===== src/rtl/mouse_hit_detector.sv =====
`default_nettype none
// ============================================================================
// Module   : mouse_hit_detector
// Brief    : Scores edge-detected mouse clicks against NUM_TARGETS square
//            targets; registered hit/miss/skip pulses and saturating counters.
// Revision : 1.0 - initial release
// ============================================================================
module mouse_hit_detector #(
   parameter int NUM_TARGETS = 4,
   parameter int COORD_W     = 10,
   parameter int TARGET_SIZE = 40,
   parameter int CNT_W       = 16
) (
   input  logic                                               CLK,
   input  logic                                               RESET,
   input  logic                                               ENABLE,
   input  logic [NUM_TARGETS*COORD_W-1:0]                     BALL_X,
   input  logic [NUM_TARGETS*COORD_W-1:0]                     BALL_Y,
   input  logic [NUM_TARGETS-1:0]                             TARGET_VALID,
   input  logic [COORD_W-1:0]                                 MOUSE_X_POS,
   input  logic [COORD_W-1:0]                                 MOUSE_Y_POS,
   input  logic                                               MOUSE_LEFT,
   input  logic                                               MOUSE_MIDDLE,
   output logic [NUM_TARGETS-1:0]                             NEW_BALL,
   output logic                                               HIT,
   output logic [((NUM_TARGETS > 1) ? $clog2(NUM_TARGETS) : 1)-1:0] HIT_IDX,
   output logic                                               MISS,
   output logic                                               SKIP,
   output logic [CNT_W-1:0]                                   HIT_COUNT,
   output logic [CNT_W-1:0]                                   MISS_COUNT
);

   localparam int              c_idx_w = (NUM_TARGETS > 1) ? $clog2(NUM_TARGETS) : 1;
   localparam logic [COORD_W:0] c_size = (COORD_W+1)'(TARGET_SIZE);

   typedef enum logic [0:0] {
      ST_IDLE = 1'b0,
      ST_HELD = 1'b1
   } state_t;

   state_t                 r_state;
   logic                   r_left_q;
   logic                   r_mid_q;
   logic [NUM_TARGETS-1:0] r_new_ball;
   logic                   r_hit;
   logic [c_idx_w-1:0]     r_hit_idx;
   logic                   r_miss;
   logic                   r_skip;
   logic [CNT_W-1:0]       r_hit_count;
   logic [CNT_W-1:0]       r_miss_count;

   logic                   w_left_rise;
   logic                   w_mid_rise;
   logic [NUM_TARGETS-1:0] w_in_box;
   logic                   w_any;
   logic [c_idx_w-1:0]     w_win_idx;
   logic [NUM_TARGETS-1:0] w_win_onehot;

   assign w_left_rise = MOUSE_LEFT & ~r_left_q;
   assign w_mid_rise  = MOUSE_MIDDLE & ~r_mid_q;

   // Box end is one bit wider than the coordinate so targets near the
   // screen limit do not wrap around to small values.
   generate
      for (genvar gi = 0; gi < NUM_TARGETS; gi++) begin : g_target
         logic [COORD_W-1:0] w_bx;
         logic [COORD_W-1:0] w_by;
         logic [COORD_W:0]   w_bx_end;
         logic [COORD_W:0]   w_by_end;

         assign w_bx     = BALL_X[gi*COORD_W +: COORD_W];
         assign w_by     = BALL_Y[gi*COORD_W +: COORD_W];
         assign w_bx_end = {1'b0, w_bx} + c_size;
         assign w_by_end = {1'b0, w_by} + c_size;

         assign w_in_box[gi] = TARGET_VALID[gi]
                             & (MOUSE_X_POS >= w_bx) & ({1'b0, MOUSE_X_POS} < w_bx_end)
                             & (MOUSE_Y_POS >= w_by) & ({1'b0, MOUSE_Y_POS} < w_by_end);
      end
   endgenerate

   // Scan from the top down so the lowest matching index is the last write.
   always_comb begin
      w_any     = 1'b0;
      w_win_idx = '0;
      for (int i = NUM_TARGETS - 1; i >= 0; i--) begin
         if (w_in_box[i]) begin
            w_any     = 1'b1;
            w_win_idx = c_idx_w'(i);
         end
      end
   end

   assign w_win_onehot = NUM_TARGETS'(1) << w_win_idx;

   always_ff @(posedge CLK) begin
      if (RESET) begin
         r_state      <= ST_IDLE;
         r_left_q     <= 1'b0;
         r_mid_q      <= 1'b0;
         r_new_ball   <= '0;
         r_hit        <= 1'b0;
         r_hit_idx    <= '0;
         r_miss       <= 1'b0;
         r_skip       <= 1'b0;
         r_hit_count  <= '0;
         r_miss_count <= '0;
      end else begin
         r_left_q   <= MOUSE_LEFT;
         r_mid_q    <= MOUSE_MIDDLE;
         r_new_ball <= '0;
         r_hit      <= 1'b0;
         r_miss     <= 1'b0;
         r_skip     <= 1'b0;

         case (r_state)
            ST_IDLE: if (w_left_rise || w_mid_rise) r_state <= ST_HELD;
            ST_HELD: if (!MOUSE_LEFT && !MOUSE_MIDDLE) r_state <= ST_IDLE;
            default: r_state <= ST_IDLE;
         endcase

         // A middle rise swallows any simultaneous left rise.
         if (ENABLE) begin
            if (w_mid_rise) begin
               r_skip     <= 1'b1;
               r_new_ball <= TARGET_VALID;
            end else if (w_left_rise && w_any) begin
               r_hit      <= 1'b1;
               r_hit_idx  <= w_win_idx;
               r_new_ball <= w_win_onehot;
               if (r_hit_count != {CNT_W{1'b1}}) r_hit_count <= r_hit_count + CNT_W'(1);
            end else if (w_left_rise) begin
               r_miss <= 1'b1;
               if (r_miss_count != {CNT_W{1'b1}}) r_miss_count <= r_miss_count + CNT_W'(1);
            end
         end
      end
   end

   assign NEW_BALL   = r_new_ball;
   assign HIT        = r_hit;
   assign HIT_IDX    = r_hit_idx;
   assign MISS       = r_miss;
   assign SKIP       = r_skip;
   assign HIT_COUNT  = r_hit_count;
   assign MISS_COUNT = r_miss_count;

endmodule
`default_nettype wire

===== config.mk =====
export PLATFORM = sky130hd
export DESIGN_NAME = mouse_hit_detector
export DESIGN_NICKNAME = d
export VERILOG_FILES = /design/src/rtl/mouse_hit_detector.sv
export SDC_FILE = /design/constraint.sdc
export NUM_CORES = 1
export LEC_CHECK = 0
export CAP_MARGIN = 0
export CORE_ASPECT_RATIO = 0.75
export CORE_UTILIZATION = 52
export DETAILED_ROUTE_END_ITERATION = 16
export PLACE_DENSITY_LB_ADDON = 0.1
export SLEW_MARGIN = 20
export SYNTH_ARGS = -nofsm -noshare
export SYNTH_HDL_FRONTEND = slang
export SYNTH_SLANG_ARGS = --single-unit
export TNS_END_PERCENT = 50

===== constraint.sdc =====
create_clock -name CLK -period 5.4 [get_ports CLK]
set_clock_uncertainty 0.15 [all_clocks]
set_input_delay 1.35 -clock CLK [delete_from_list [all_inputs] [get_ports CLK]]
set_output_delay 1.35 -clock CLK [all_outputs]
set_load 0.05 [all_outputs]

==> metrics.txt, run 1 <==
clock network power share=~27%; Synth Cell Area=just over 6000 um2; Sequential Power Share=between 20% and 30%; most common cell in the synthesized netlist=ha_1; Setup WS pre-CTS=0.302 ns; post-CTS sizing=0; drt via density=a little under 6; count of cell types in the netlist=between 60 and 70; violation count after the first detailed-route iteration=between 300 and 400; Fillers=966; port bufs=around 150; CTS tree=yes; synthesized flop and latch total=43; ys flop type=dfxtp_1; Cells after Synth=786; Max VDD drop=approximately 0.11 mV; max_slew headroom=around a third; dominant cells by area after synthesis=ha_1, dfxtp_1, inv_1; setup_tns=0 ns; design area=8020 um2; WL met2=7860 um; Avg Synthesized Cell Area=7.89 um2; initial antenna violation count=0; Total GRT Usage=27.6%; Inserted Diodes=0; final hold slack=~0.36 ns; # nets final=1,186; Die Area=between 10,000 and 15,000 um2; Final ANT Viol Nets=0; metal3 WL=approximately 1000 um; NetSw=394 uW; GRT overflow=0; clock root buffer=clkbuf_16; # setup viols final=0; Comb pwr share=45.1%; worst-margin pin slew=around 1 ns; asr flop ratio synth=0%; CTS hold repair buffers=0; kind of critical path=in2reg; Critical Path AT=slightly below 5 ns; I/O Pins=150; power density over cell area=between 100 and 150 nW/um2; Top Metal Used=met4; Req. time, crit path=roughly 5.4 ns; commonest cells in the netlist=ha_1, inv_1, a21oi_1; max_cap viols=0; CP max FO=38; number of synthesized flops with an enable pin=0; area taken by multi-input logic gates=around 4900 um2; Hold Path Class=reg2reg; CTS buffer count=5; LEAKAGE=approximately 0.0035 uW; maximum buffer depth of the clock tree=2; die extent in x=128 um; final hold vios=0; min Tclk post-route=4.81 ns; row cnt=34; Final HPWL DP=14,300 um; P_int=~760 uW; Final WS setup=0.594 ns; Worst Setup Start Kind=input port; vias in the first global route=roughly 6,000; share of layout cells above drive strength 1=under 10%; core area=between 10,000 and 15,000 um2; fmax=208 MHz; DR pass1 iterations=5; # DRC=0; switching portion of total power=between 30% and 40%; die height=around 97 um; Tcrit/Tclk final=89.0%; via count=about 6,300; Yosys Warn Count=0; fin. max-slew vios=0; wire length on met1=approximately 8100 um; syn nets=approximately 1,000; WL per Instance=approximately 16 um; largest net degree at the start of global routing=58; H-tree depth=2; CTS sink count=43; Skew-Pair Late Insertion Delay=roughly 0.28 ns; clock edge transition at the registers on the reported setup and hold paths=0.06 ns; placed instance area=7860 um2; RSZ-0062 raised after global routing=no; CP Capture Type=flop; Synth-to-Final Area Change=29.4%; cell taking the most area after synthesis=ha_1; drt total wl=about 17,000 um; initial core utilization=53.4%; Seq. cell area=861 um2; Post CTS Setup Buffer Count=0; gpl congestion=~0.9; first-pass GRT wire length=~28,000 um; status=finished clean; register area share after synthesis=roughly 14%; top-area cell type share of the netlist area=around 29%
sequential cells by signal, indices dropped and copies added, names as in the netlist:
name	cells
HIT	1
HIT_COUNT	16
HIT_IDX	2
MISS	1
MISS_COUNT	16
NEW_BALL	4
SKIP	1
r_left_q	1
r_mid_q	1
power groups by stage:
stage / Clock, uW / Sequential [uW] / Combinational (uW)
6_report: 314 / 323 / 522
5_1_grt: 330 / 323 / 580
4_1_cts: 317 / 323 / 518
3_5_place_dp: 0 / 330 / 514
3_3_place_gp: 0 / 330 / 487
2_1_floorplan: 0 / 338 / 302
metrics by stage:
step | total power, uW | instances | util, %
floorplan | 640 | 786 | -
global placement | 817 | 1086 | 67.7
detailed placement | 844 | 1086 | 67.7
CTS | 1160 | 1094 | 69.1
global route | 1230 | 1094 | 69.1
finish | 1160 | 1094 | 69.1
layout by cell type (no fill, tap or decap), types with 20 or more instances in the layout:
| cell | netlist | layout |
|---|---|---|
| dfxtp_1 | 43 | 43 |
| ha_1 | 146 | 146 |
| nor2b_1 | 21 | 21 |
| nand4_1 | 20 | 20 |
| clkdlybuf4s50_1 | 0 | 148 |
| o21ai_0 | 50 | 50 |
| nor2_1 | 48 | 48 |
| xnor2_1 | 32 | 32 |
| nand2_1 | 35 | 35 |
| inv_1 | 97 | 97 |
| nand3_1 | 28 | 28 |
| a21oi_1 | 54 | 54 |
metal layers:
metal / GRT usage (%) / vias to the layer above
li1: - / 3174
met1: 36.6 / 2905
met2: 47.1 / 208
met3: 3.74 / 30
met4: 7.45 / 0
met5: 0 / -
path summary, 6_finish.rpt:
path	from	endpoint	slack (ns)	depth (start not counted)
max reg2reg	MISS_COUNT[0]$_SDFFE_PP0P_	MISS_COUNT[0]$_SDFFE_PP0P_	2.89	8
max	BALL_X[35]	HIT_COUNT[0]$_SDFFE_PP0P_	0.59	14
min	MISS_COUNT[14]$_SDFFE_PP0P_	MISS_COUNT[14]$_SDFFE_PP0P_	0.36	2
min reg2reg	MISS_COUNT[14]$_SDFFE_PP0P_	MISS_COUNT[14]$_SDFFE_PP0P_	0.36	2
critical path: stages:
cell	delay [ns]
clkdlybuf4s50_1	0.50
a21oi_2	0.25
nor3_1	0.09
xnor2_1	0.18
ha_1	0.28
a211oi_2	0.28
nor2b_1	0.17
o311ai_0	0.15
o21ai_0	0.10
or4b_4	0.53
nand4_1	0.15
buf_12	0.20
and3_1	0.23
mux2_2	0.34
cell families after synthesis:
family / synth area share (%)
compound gates: 21.1
xor+xnor: 5.65
mux: 2.93
flops: 13.9
simple gates: 20.0
buf+inv: 6.96
fa+ha+maj: 29.5
final cells by class:
type / instances / share of cell area (%)
tap: 162 / 2.53
clock buffer: 8 / 1.95
multi-input combinational: 631 / 61.2
sequential: 43 / 10.7
timing repair buffer: 153 / 19.1
inverter: 97 / 4.54
No activity file was read; power rests on OpenSTA's default activity.
==> run 2, diff against run 1 <==
TNS_END_PERCENT = not set   (was 50)
==> results of run 2 <==
Same layout as run 1: the final DEF is identical, and so are final timing and power.
==> run 3, diff against run 2 <==
CAP_MARGIN = 30   (was 0)
CORE_MARGIN = 5   (was not set)
RECOVER_POWER = 50   (was not set)
==> run 3 against run 2 <==
The flow now finishes with violations (capacitance limit, slew limit). Sequential share of layout area hardly changed. Combinational power down 1%. Largest power group unchanged. Global-route usage fell by 3.1 points. Utilization down 0.17 points. Flip-flop and latch count unchanged. Die area is 15% higher. Critical path depth decreased by 1. Power down 2.6%. Cell area is 0.25% lower.
==> metrics.txt, run 3 (synthesis results as in run 1) <==
status=finished, violations left (was finished clean); failing checks=capacitance limit, slew limit; Hold Path Class=reg2reg (unchanged); Final WS setup=0.583 ns (was 0.594 ns); Critical Path AT=4.84 ns (was 4.83 ns); I/O Pins=150 (unchanged); most frequent cells in the layout=ha_1, clkdlybuf4s50_1, inv_1 (was clkdlybuf4s50_1, ha_1, inv_1); GRT overflow=0 (unchanged); die height=105 um (was 96.6 um); H-tree depth=2 (unchanged); # nets final=1,186 (unchanged); max_slew headroom=-53.2% (was 34.8%); CP max stage cell=o31ai_1 (was or4b_4); setup_tns=0 ns (unchanged); # DRC=0 (unchanged); Fillers=956 (was 966); most common cell after layout, fill and taps aside=ha_1 (was clkdlybuf4s50_1); Max VDD drop=0.112 mV (was 0.107 mV); Die Area=14,200 um2 (was 12,400 um2); vias in the first global route=6,322 (was 5,995); largest net degree at the start of global routing=58 (unchanged); final hold vios=0 (unchanged); Post CTS Setup Buffer Count=0 (unchanged); maximum buffer depth of the clock tree=2 (unchanged); Final ANT Viol Nets=0 (unchanged); kind of critical path=in2reg (unchanged); core area=11,600 um2 (unchanged); drt total wl=17,800 um (was 17,300 um); violation count after the first detailed-route iteration=406 (was 367); max_cap viols=1 (was 0); Synth-to-Final Area Change=29.0% (was 29.4%); Tcrit/Tclk final=89.2% (was 89.0%); fin. max-slew vios=58 (was 0); fmax=208 MHz (about the same); initial antenna violation count=0 (unchanged); Top cell by count, worst path=o21ai_0; CTS buffer count=5 (unchanged); via count=6,308 (was 6,317); Worst Setup Start Kind=input port (unchanged); gpl congestion=0.881 (was 0.879); CP Cell Sequence=clkdlybuf4s50_1 -> ha_1 -> o21ai_0 -> xnor2_1 -> ha_1 -> o21ai_0 -> o21ai_0 -> o31ai_1 -> nand4_1 -> nand4_1 -> buf_12 -> and3_1 -> mux2_2 (was clkdlybuf4s50_1 -> a21oi_2 -> nor3_1 -> xnor2_1 -> ha_1 -> a211oi_2 -> nor2b_1 -> o311ai_0 -> o21ai_0 -> or4b_4 -> nand4_1 -> buf_12 -> and3_1 -> mux2_2); row cnt=34 (unchanged); power density over cell area=141 nW/um2 (was 144 nW/um2); Skew-Pair Late Insertion Delay=0.28 ns (about the same); worst-margin pin slew=2.30 ns (was 0.977 ns); RSZ-0062 raised after global routing=no (unchanged); CP Capture Type=flop (unchanged); clock root buffer=clkbuf_16 (unchanged); CTS sink count=43 (unchanged); port bufs=149 (unchanged); CTS hold repair buffers=0 (unchanged); Inserted Diodes=0 (unchanged); CP max FO=38 (unchanged); DR pass1 iterations=5 (unchanged); CTS tree=yes (unchanged); # setup viols final=0 (unchanged); post-CTS sizing=0 (unchanged); min Tclk post-route=4.82 ns (was 4.81 ns); share of layout cells above drive strength 1=4.18% (was 4.40%); initial core utilization=53.4% (unchanged); Setup WS pre-CTS=0.332 ns (was 0.302 ns); clock edge transition at the registers on the reported setup and hold paths=0.06 ns (about the same); drt via density=5.77 (about the same); Total GRT Usage=24.4% (was 27.6%); first-pass GRT wire length=29,400 um (was 27,600 um); WL per Instance=16.2 um (was 15.8 um); Req. time, crit path=5.42 ns (about the same); die extent in x=136 um (was 128 um); Final HPWL DP=14,800 um (was 14,300 um); LEAKAGE=0.00365 uW (was 0.00353 uW); Largest stage delay, worst path=0.50 ns (was 0.53 ns)
-- run 3: metal layers --
metal	vias to the layer above	track usage [%]	wire length, um
met5	-	0	0
met4	0	5.76	342
met3	30	4.80	1170
met2	191	40.5	7940
met1	2911	32.9	8320
li1	3176	-	-
-- run 3: worst paths after layout --
path | end | slack (ns) | from | cells past startpoint
max reg2reg | MISS_COUNT[0]$_SDFFE_PP0P_ | 2.88 | MISS_COUNT[0]$_SDFFE_PP0P_ | 8
min reg2reg | MISS_COUNT[14]$_SDFFE_PP0P_ | 0.35 | MISS_COUNT[14]$_SDFFE_PP0P_ | 2
min | MISS_COUNT[14]$_SDFFE_PP0P_ | 0.35 | MISS_COUNT[14]$_SDFFE_PP0P_ | 2
max | HIT_COUNT[0]$_SDFFE_PP0P_ | 0.58 | BALL_Y[3] | 13
-- run 3: report_power, final --
| part | switching, uW | total [uW] | internal (uW) | leakage, uW |
|---|---|---|---|---|
| registers | 2.45 | 323 | 321 | 0.000347 |
| clock network | 117 | 288 | 171 | 0.0000679 |
| logic | 272 | 517 | 246 | 0.00324 |
| total | 391 | 1130 | 737 | 0.00365 |
-- run 3: critical path, delay by kind of cell --
| family | cells | cell delay [ns] |
|---|---|---|
| xor+xnor | 1 | 0.15 |
| compound gates | 4 | 1.08 |
| buf+inv | 2 | 0.67 |
| simple gates | 3 | 0.70 |
| fa+ha+maj | 2 | 0.53 |
| mux | 1 | 0.34 |
-- run 3: final cells by class --
type | count | area, um2 | area share [%]
clock buffer | 7 | 133 | 1.66
clock inverter | 1 | 5.00 | 0.0626
inverter | 97 | 364 | 4.55
multi-input combinational | 631 | 4910 | 61.3
sequential | 43 | 861 | 10.8
tap | 162 | 203 | 2.53
timing repair buffer | 153 | 1530 | 19.1
-- run 3: per-stage QoR --
stage,area [um2],hold WS [ns],power [uW],instances,utilization (%)
floorplan,6200,0.485,640,786,-
global placement,7860,0.331,821,1086,67.7
detailed placement,7860,0.335,841,1086,67.7
CTS,8000,0.347,1130,1094,68.9
global route,8000,0.368,1210,1094,68.9
finish,8000,0.350,1130,1094,68.9
==> RTL edit: new RTL, config.mk and constraints of run 1 <==
`COORD_W`: 10 -> 8.
--- a/src/rtl/mouse_hit_detector.sv
+++ b/src/rtl/mouse_hit_detector.sv
@@ -8,5 +8,5 @@
 module mouse_hit_detector #(
    parameter int NUM_TARGETS = 4,
-   parameter int COORD_W     = 10,
+   parameter int COORD_W     = 8,
    parameter int TARGET_SIZE = 40,
    parameter int CNT_W       = 16
Ports: changed (resized BALL_X, BALL_Y, MOUSE_X_POS and MOUSE_Y_POS); port bits go from 150 to 130. The function was not compared with the original's and may differ.
==> RTL edit against run 1 <==
  * Worst setup slack worse by 0.25 ns
  * Count of clock-buffer cells in the layout fell by 2
  * Maximum frequency down 5.0%
  * Synthesized area down 18%
  * Power is 3.0% lower
  * Wire length shrank 21%
  * Critical path depth did not move
  * Sequential power is essentially flat
  * Sequential share of layout area up 2.0 points
  * Sequential cell count stayed put
  * Cell area shrank 16%
  * Via count shrank 19%
  * Non-clock buffer count fell by 13
  * Largest power group unchanged
  * Hold slack worse by 0.0078 ns
==> RTL edit: results (changes against run 1) <==
vias in the first global route: 4809 (was 5995)
sequential area share after synthesis: 0.169 (was 0.139)
Commonest cells post-synth: ha_1, inv_1, a21oi_1, dfxtp_1, o21ai_0 (was ha_1, inv_1, a21oi_1, o21ai_0, nor2_1)
DRT iter0 DRCs: 278 (was 367)
Root Buffer: clkbuf_16 (unchanged)
largest buffer count on any clock path: 2 (unchanged)
status: complete, no violations (unchanged)
Fillers: 731 (was 966)
Resized Gates After CTS: 0 (unchanged)
mux share of post-synthesis cell area: 0.0238 (was 0.0293)
adder-cell area share of the yosys netlist: 0.279 (was 0.295)
Ys Warns: 0 (unchanged)
Clock transition at path regs: 0.06 ns (about the same)
htree depth: 2 (unchanged)
DPL Wire Length: 11100 um (was 14300 um)
Slew headroom: 0.322 (was 0.348)
switching power: 0.000336 W (was 0.000394 W)
syn nets: 825 (was 1041)
Setup Fix Bufs, Post-CTS: 0 (unchanged)
worst skew pair latency: 0.28 ns (about the same)
layout cells sized above 1: 0.0477 (was 0.0440)
top_reg_cell synth: dfxtp_1 (unchanged)
XOR/XNOR Fraction of Synth Area: 0.0429 (was 0.0565)
largest net degree at the start of global routing: 27 (was 58)
GRT Total Usage: 0.275 (was 0.276)
hold buffers post-CTS: 0 (unchanged)
largest cells by area after synthesis: ha_1, dfxtp_1, inv_1 (unchanged)
fin nets: 957 (was 1186)
gpl congestion: 0.903 (was 0.879)
Leak: 2.99 nW (was 3.53 nW)
Ant. Diodes: 0 (unchanged)
peak supply drop: 0.152 mV (was 0.107 mV)
Worst Hold Depth: 2 (unchanged)
DRT Pass-1 Iters: 5 (unchanged)
worst hold path class: flop to flop (unchanged)
Synth cell types: 61 (was 69)
post-synthesis compound-gate area fraction: 0.218 (was 0.211)
IO buf count: 129 (was 149)
Crit Path Max Fanout: 17 (was 38)
wire per inst: 15.5 um (was 15.8 um)
Vias: 5094 (was 6317)
Register-to-Register Path Depth: 7 (was 8)
Async SR Flop Fraction: 0 (unchanged)
initial antenna violation count: 0 (unchanged)
first-pass GRT wire length: 22300 um (was 27600 um)
CP arrival: 5.08 ns (was 4.83 ns)
TritonCTS Buffers: 5 (unchanged)
RTL edit: changes by cell type after synthesis, sizes merged, moves of 6 or more:
cell and change:
a211oi -7, a21oi -8, ha -32, inv -17, nand2 -14, nand3 -6
nand4 -16, nor2 -20, nor4 +6, o21ai -19, xnor2 -16
RTL edit: through the flow:
| stage | hold WS [ns] | total power, W | worst slack (ns) | cell area (um^2) | cells |
|---|---|---|---|---|---|
| after global routing | 0.362 | 0.00119 | 0.0293 | 6760 | 883 |
| after global placement | 0.331 | 0.000724 | 0.139 | 6570 | 875 |
| final | 0.348 | 0.00112 | 0.340 | 6760 | 883 |
| after CTS | 0.350 | 0.00113 | 0.338 | 6760 | 883 |
| after floorplan | 0.485 | 0.000588 | 0.960 | 5110 | 622 |
| after detailed placement | 0.340 | 0.000743 | 0.0486 | 6570 | 875 |
RTL edit: power by group through the flow:
stage | combinational, W | clock, W | sequential, W
2_1_floorplan | 0.000249 | 0 | 0.000339
3_3_place_gp | 0.000394 | 0 | 0.000330
3_5_place_dp | 0.000413 | 0 | 0.000330
4_1_cts | 0.000415 | 0.000391 | 0.000323
5_1_grt | 0.000466 | 0.000404 | 0.000323
6_report | 0.000417 | 0.000384 | 0.000323
RTL edit: cell type report:
cell class                      instances  area, um^2  area share
Multi-Input combinational cell        484        3860       0.571
Timing Repair Buffer                  140        1390       0.205
Sequential cell                        43         861       0.127
Inverter                               80         300      0.0444
Tap cell                              128         160      0.0237
Clock buffer                            6         129      0.0191
Clock inverter                          2        60.1     0.00889
RTL edit: worst max-delay path, cell delays in order:
cell             delay [ns]
clkdlybuf4s50_1        0.46
ha_1                   0.25
o21ai_0                0.21
xnor2_1                0.15
ha_1                   0.26
a211o_1                0.32
a2111oi_2              0.28
a211oi_1               0.14
a21oi_1                0.28
a22oi_2                0.17
and3_1                 0.36
buf_12                 0.23
nor4_2                 0.27
mux2_1                 0.34
RTL edit: cell families (layout without fill, tap and decap cells):
kind of cell	Yosys count	count (layout)
DFF	43	43
buffers and inverters	95	228
xor gates and xnor gates	25	25
adders and majority gates	114	114
muxes	11	11
AOI/OAI and AO/OA	166	166
and+or+nand+nor	168	168
RTL edit: final timing paths:
kind | start | to | slack, ns
max | BALL_X[3] | HIT_COUNT[10] | 0.34
min | MISS_COUNT[5] | MISS_COUNT[5] | 0.35
max reg2reg | HIT_COUNT[6] | HIT_COUNT[4] | 2.71
min reg2reg | MISS_COUNT[5] | MISS_COUNT[5] | 0.35
RTL edit: per-layer routing:
layer,global-route usage,up-vias,share of wire
met2,0.466,150,0.46
met1,0.362,2362,0.46
met5,0,-,0
met4,0.0618,0,0.014
met3,0.0498,20,0.060
li1,-,2562,-
